[src/rtl/rom_load_arbiter.sv]
// rom_load_arbiter: shares the ROM/RAM port between the Z80 bus and the HPS ioctl ROM download.
// Optional ROM_LOAD_CHECKSUM_EN adds a mod-256 sum of the bytes written during a load.
module rom_load_arbiter #(
  parameter int         ADDR_W      = 15,
  parameter logic [7:0] ROM_INDEX   = 8'd1,
  parameter int         HOLD_CYCLES = 1024
) (
  input  logic              clk_sys,
  input  logic              reset_n,
  input  logic              ioctl_download,
  input  logic [7:0]        ioctl_index,
  input  logic              ioctl_wr,
  input  logic [24:0]       ioctl_addr,
  input  logic [7:0]        ioctl_dout,
  output logic              ioctl_wait,
  input  logic              cpu_req,
  input  logic              cpu_we,
  input  logic [ADDR_W-1:0] cpu_addr,
  input  logic [7:0]        cpu_wdata,
  output logic [7:0]        cpu_rdata,
  output logic              cpu_ack,
  output logic              cpu_reset_hold,
  output logic [ADDR_W-1:0] mem_addr,
  output logic [7:0]        mem_wdata,
  output logic              mem_we,
  input  logic [7:0]        mem_rdata,
  output logic              load_done,
  output logic              load_overflow,
  output logic [7:0]        load_checksum
);
  localparam int CW = HOLD_CYCLES > 1 ? $clog2(HOLD_CYCLES) : 1;
  typedef enum logic [1:0] {RUN, DRAIN, LOAD, HOLD} state_t;
  state_t            state_q, state_d;
  logic [CW-1:0]     cnt_q, cnt_d;
  logic              cpu_ack_q, cpu_ack_d, load_done_q, load_done_d;
  logic              ovf_q, ovf_d, buf_valid_q, buf_valid_d, loaded_q, loaded_d;
  logic [ADDR_W-1:0] buf_addr_q, buf_addr_d, mem_addr_q, mem_addr_d;
  logic [7:0]        buf_data_q, buf_data_d, mem_wdata_q, mem_wdata_d;
  logic              trigger, start, accept, capture, in_win, writing, release_c;
  always_comb begin
    trigger     = ioctl_download && ioctl_index == ROM_INDEX;
    accept      = state_q == RUN && cpu_req && !cpu_ack_q;
    start       = trigger && (state_q == RUN || state_q == HOLD);
    capture     = ioctl_wr && (trigger || state_q == DRAIN || state_q == LOAD);
    in_win      = ioctl_addr[24:ADDR_W] == '0;
    writing     = buf_valid_q && (state_q == LOAD || state_q == HOLD);
    release_c   = state_q == HOLD && !trigger && cnt_q == '0;
    state_d     = state_q;
    case (state_q)
      RUN:     state_d = trigger ? (accept ? DRAIN : LOAD) : RUN;
      DRAIN:   state_d = LOAD;
      LOAD:    state_d = ioctl_download ? LOAD : HOLD;
      default: state_d = trigger ? LOAD : (cnt_q == '0 ? RUN : HOLD);
    endcase
    cnt_d       = state_q == LOAD && !ioctl_download ? CW'(HOLD_CYCLES - 1)
                : state_q == HOLD && cnt_q != '0 ? cnt_q - CW'(1) : cnt_q;
    cpu_ack_d   = accept;
    buf_valid_d = capture && in_win ? 1'b1 : (writing ? 1'b0 : buf_valid_q);
    buf_addr_d  = capture ? ioctl_addr[ADDR_W-1:0] : buf_addr_q;
    buf_data_d  = capture ? ioctl_dout : buf_data_q;
    ovf_d       = (ovf_q && !start) || (capture && !in_win);
    loaded_d    = state_q == LOAD || (loaded_q && !release_c);
    load_done_d = release_c && loaded_q;
    mem_we      = accept ? cpu_we : writing;
    mem_addr_d  = accept ? cpu_addr : (writing ? buf_addr_q : mem_addr_q);
    mem_wdata_d = accept ? cpu_wdata : (writing ? buf_data_q : mem_wdata_q);
  end
  always_ff @(posedge clk_sys) begin
    if (!reset_n) begin
      state_q     <= HOLD;
      cnt_q       <= CW'(HOLD_CYCLES - 1);
      cpu_ack_q   <= 1'b0;
      load_done_q <= 1'b0;
      ovf_q       <= 1'b0;
      buf_valid_q <= 1'b0;
      loaded_q    <= 1'b0;
      buf_addr_q  <= '0;
      buf_data_q  <= '0;
      mem_addr_q  <= '0;
      mem_wdata_q <= '0;
    end else begin
      state_q     <= state_d;
      cnt_q       <= cnt_d;
      cpu_ack_q   <= cpu_ack_d;
      load_done_q <= load_done_d;
      ovf_q       <= ovf_d;
      buf_valid_q <= buf_valid_d;
      loaded_q    <= loaded_d;
      buf_addr_q  <= buf_addr_d;
      buf_data_q  <= buf_data_d;
      mem_addr_q  <= mem_addr_d;
      mem_wdata_q <= mem_wdata_d;
    end
  end
  assign ioctl_wait     = state_q == DRAIN;
  assign cpu_reset_hold = state_q != RUN;
  assign cpu_ack        = cpu_ack_q;
  assign cpu_rdata      = cpu_ack_q ? mem_rdata : '0;
  assign load_done      = load_done_q;
  assign load_overflow  = ovf_q;
  assign mem_addr       = mem_addr_d;
  assign mem_wdata      = mem_wdata_d;
`ifdef ROM_LOAD_CHECKSUM_EN
  logic [7:0] sum_q, sum_d;
  always_comb sum_d = start ? 8'h00 : (writing ? sum_q + buf_data_q : sum_q);
  always_ff @(posedge clk_sys) begin
    if (!reset_n) sum_q <= 8'h00;
    else sum_q <= sum_d;
  end
  assign load_checksum = sum_q;
`else
  assign load_checksum = 8'h00;
`endif
endmodule

[config.mk]
export PLATFORM = sky130hd
export DESIGN_NAME = rom_load_arbiter
export DESIGN_NICKNAME = d
export VERILOG_FILES = /design/src/rtl/rom_load_arbiter.sv
export SDC_FILE = /design/constraint.sdc
export NUM_CORES = 1
export LEC_CHECK = 0
export BUFFER_PORTS_ARGS = -buffer_cell sky130_fd_sc_hd__buf_4
export CELL_PAD_IN_SITES_DETAIL_PLACEMENT = 0
export CELL_PAD_IN_SITES_GLOBAL_PLACEMENT = 1
export CORE_UTILIZATION = 31
export CTS_CLUSTER_SIZE = 24
export DETAILED_ROUTE_END_ITERATION = 7
export MAX_ROUTING_LAYER = met4
export PLACE_DENSITY = 0.79
export SLEW_MARGIN = 20
export SYNTH_ARGS = -nofsm -noshare
export SYNTH_HDL_FRONTEND = slang
export SYNTH_SLANG_ARGS = --single-unit
[constraint.sdc]
create_clock -name clk_sys -period 2.1 [get_ports clk_sys]
set_clock_uncertainty 0.1 [all_clocks]
set_input_delay 0.525 -clock clk_sys [delete_from_list [all_inputs] [get_ports clk_sys]]
set_output_delay 0.525 -clock clk_sys [all_outputs]
set_load 0.1 [all_outputs]
==> metrics.md <==
| Metric | Value |
|---|---|
| Run status | finished with violations |
| Violated checks | setup timing |
| Final min period | between 2 and 3 ns |
| Total global routing overflow | 0 |
| Post-DRT Antenna Nets | 0 |
| Pwr per Cell Area | about 550 nW/um^2 |
| Fmax achieved | around 390 MHz |
| Root cell of the clock tree | clkbuf_8 |
| Total power | between 3 and 4 mW |
| Clock transition at the registers of the reported paths | around 0.080 ns |
| Total Neg Setup Slack | -9.70 ns |
| Die W | just under 100 um |
| Fraction of final layout cells with drive strength greater than 1 | approximately half |
| Starting density of the core | between 30% and 40% |
| All-Layer GR Usage | 19.0% |
| Final hold viol count | 0 |
| Unique masters post-synth | 40 |
| Leading cell types in the layout, fill and taps excluded | buf_4 (126), dfxtp_1 (59), and2_1 (34) |
| P&R area growth vs syn | 89.0% |
| Post-route non-filler standard cell count | 638 |
| Wirelength per Cell | approximately 14 um |
| Post-synthesis average cell area | 8.30 um^2 |
| Total of flip-flops plus latches after synthesis | 63 |
| Mux share of post-synthesis cell area | around 8% |
| Quantity of I/O buffers inserted on ports | 114 |
| P_leak | ~2.2 nW |
| Worst-margin pin slew | just over 0.6 ns |
| Count of pins on the block boundary | between 100 and 150 |
| Cell area after placement | 4550 um^2 |
| Number of cells on the worst reg-to-reg path | 6 |
| TritonCTS buffer count | 9 |
| Vias/cell | roughly 4.7 |
| Most common library cell in the layout ignoring fill and taps | buf_4 |
| Type of the most critical hold path | in2reg |
| Aggregate routed wire length | 8910 um |
| Placer congestion estimate | slightly below 0.8 |
| CP Data Arrival Time | about 1.9 ns |
| Site row count | 35 |
| Final core utilization | 60.2% |
| Combinational family with the most area after synthesis | simple AND/OR/NAND/NOR gates |
| Element type at the critical path end | output port |
| Share of the clock period used by the worst path after layout | 121% |
| DRC violations left | 0 |
| Filler cell count in the final layout | 765 |
| Number of cells produced by synthesis | ~360 |
| Share of the yosys chip area belonging to registers | between 40% and 50% |
| Ant diodes | 0 |
| Synth Cell Area | ~2900 um^2 |
| Setup repair after global routing missed its margin | true |
| Complex-gate fraction of the synthesized area | 13.6% |
| 1st-iter DRT viols | just under 100 |
| Number of antenna violations at the first check in global routing | 0 |
| Clock tree from TritonCTS | done |
| Final-report max-slew violation count | 0 |
| Wire length of the first global-routing pass | between 10000 and 15000 um |
| Via count of the first global-routing pass | approximately 3100 |
| Final worst slack | -0.432 ns |
| Die Y | ~99 um |
| First-pass detailed-route iteration total | 4 |
| Hold Path Depth | 3 |
| Cell count after placement | 608 |
| Share of the synthesized netlist area taken by xor and xnor gates | 0.595% |
| Critical path type | reg2out |
| DP HPWL | between 5000 and 6000 um |
| Standard cell core area | a little over 9000 um^2 |
| Largest driver fanout on the critical path | 5 |
| Number of setup violations in the final report | 25 |
| Worst max-slew margin expressed relative to the limit | between 50% and 60% |
| Nets@finish | ~590 |
| H-tree depth | 3 |
| Reported max-cap violation count | 0 |
| Total vias in the final route | 3009 |
| Simple logic cell fraction of the synthesized area | around a quarter |
| Worst-case vdd ir drop | between 200 and 300 uV |
| Post-layout instance area | ~5600 um^2 |
| Die area | between 9000 and 10000 um^2 |
| Ys Warns | 0 |
| Pin count of the biggest net entering global routing | 44 |
| Clk buf depth | 2 |
| Element type at the critical path start | flip-flop |
| Area share of fa/ha/maj cells after synthesis | 2.97% |
| Clock net sink count | 63 |
| Count of hold buffers inserted by post-cts repair | 0 |
| Required time of the worst setup path | 1.47 ns |
| Skew-Pair Late Insertion Delay | 0.33 ns |
final timing paths:
check / start / endpoint / slack [ns]
min reg2reg: buf_data_q[4] / buf_data_q[4] / 0.40
min: ioctl_addr[8] / buf_addr_q[8] / 0.33
max: state_q[0] / mem_addr[10] / -0.43
max reg2reg: cnt_q[1] / cnt_q[2] / -0.01
synthesized netlist by cell type, drive strengths merged:
master / n / share of area [%]
a311oi: 1 / 0.30
a31oi: 4 / 0.85
nor4b: 1 / 0.30
a41oi: 1 / 0.30
xor2: 1 / 0.30
nor3b: 2 / 0.51
inv: 7 / 0.89
a21oi: 26 / 4.4
and2: 34 / 7.2
dfxtp: 63 / 43
and3: 5 / 1.1
and4bb: 1 / 0.42
nor2: 30 / 3.8
o211ai: 5 / 1.3
nand3: 27 / 4.6
conb: 1 / 0.13
nor4: 4 / 0.85
and4: 1 / 0.30
nand2b: 1 / 0.21
buf: 16 / 3.2
nor4bb: 1 / 0.34
or4: 1 / 0.25
or4b: 3 / 1.1
a211o: 1 / 0.30
or3: 1 / 0.21
xnor2: 1 / 0.30
clkbuf: 16 / 2.0
nand3b: 1 / 0.25
nor2b: 1 / 0.21
a21boi: 1 / 0.25
o21a: 1 / 0.25
nand2: 33 / 4.2
o21ai: 33 / 5.6
ha: 7 / 3.0
mux2i: 23 / 7.8
power by group:
group	switching, mW	total [mW]	internal, mW
logic	0.415	0.747	0.332
clock network	0.473	1.04	0.563
registers	0.0535	1.30	1.25
total	0.942	3.09	2.15
through the flow:
stage	worst slack [ns]	hold slack [ns]
4_1_cts	-0.457	0.326
3_3_place_gp	-0.189	0.365
6_report	-0.432	0.334
2_1_floorplan	-0.327	0.343
3_5_place_dp	-0.217	0.377
5_1_grt	-0.496	0.340
logic make-up (layout without fill, tap and decap cells):
family	count (synthesis)	count (layout)
other cells	1	8
compound gates	73	73
buf+inv	39	186
xor+xnor	2	2
mux	23	23
fa+ha+maj	7	7
simple gates	147	147
flops	63	63
per-layer routing:
metal,up-vias,track usage (%),part of all wire [%]
met3,18,2.53,2.8
met2,78,34.2,53
met4,0,8.14,2.2
met1,1411,21.1,42
li1,1502,-,-
met5,-,-,0
flip-flops by register name, summed over array words and instances, names as in the netlist:
register       cells
load_overflow      1
cpu_ack            1
cnt_q             10
buf_addr_q        15
loaded_q           1
buf_valid_q        1
mem_wdata_q        8
buf_data_q         8
state_q            2
load_done          1
mem_addr_q        15
cell type report:
class / instances / area [um^2] / share of cell area (%)
Sequential cell: 63 / 1270 / 22.9
Multi-Input combinational cell: 260 / 2260 / 40.6
Clock buffer: 12 / 176 / 3.17
Timing Repair Buffer: 163 / 1640 / 29.5
Clock inverter: 4 / 26.3 / 0.472
Tap cell: 129 / 161 / 2.90
Inverter: 7 / 28.8 / 0.517
worst max-delay path: stages (launching register included):
cell     delay [ns]
dfxtp_4        0.38
inv_4          0.04
ha_4           0.16
o21ai_4        0.16
buf_6          0.15
buf_12         0.14
mux2i_4        0.26
a21oi_4        0.09
buf_12         0.17
timing repair:
item	CTS	global route
gates resized for setup	132	19
endpoints found under the setup margin	35	36
pin swaps	30	18
hold endpoints to repair	0	0
setup buffers	8	5
gates cloned	2	0
(Power assumes the default switching activity.)
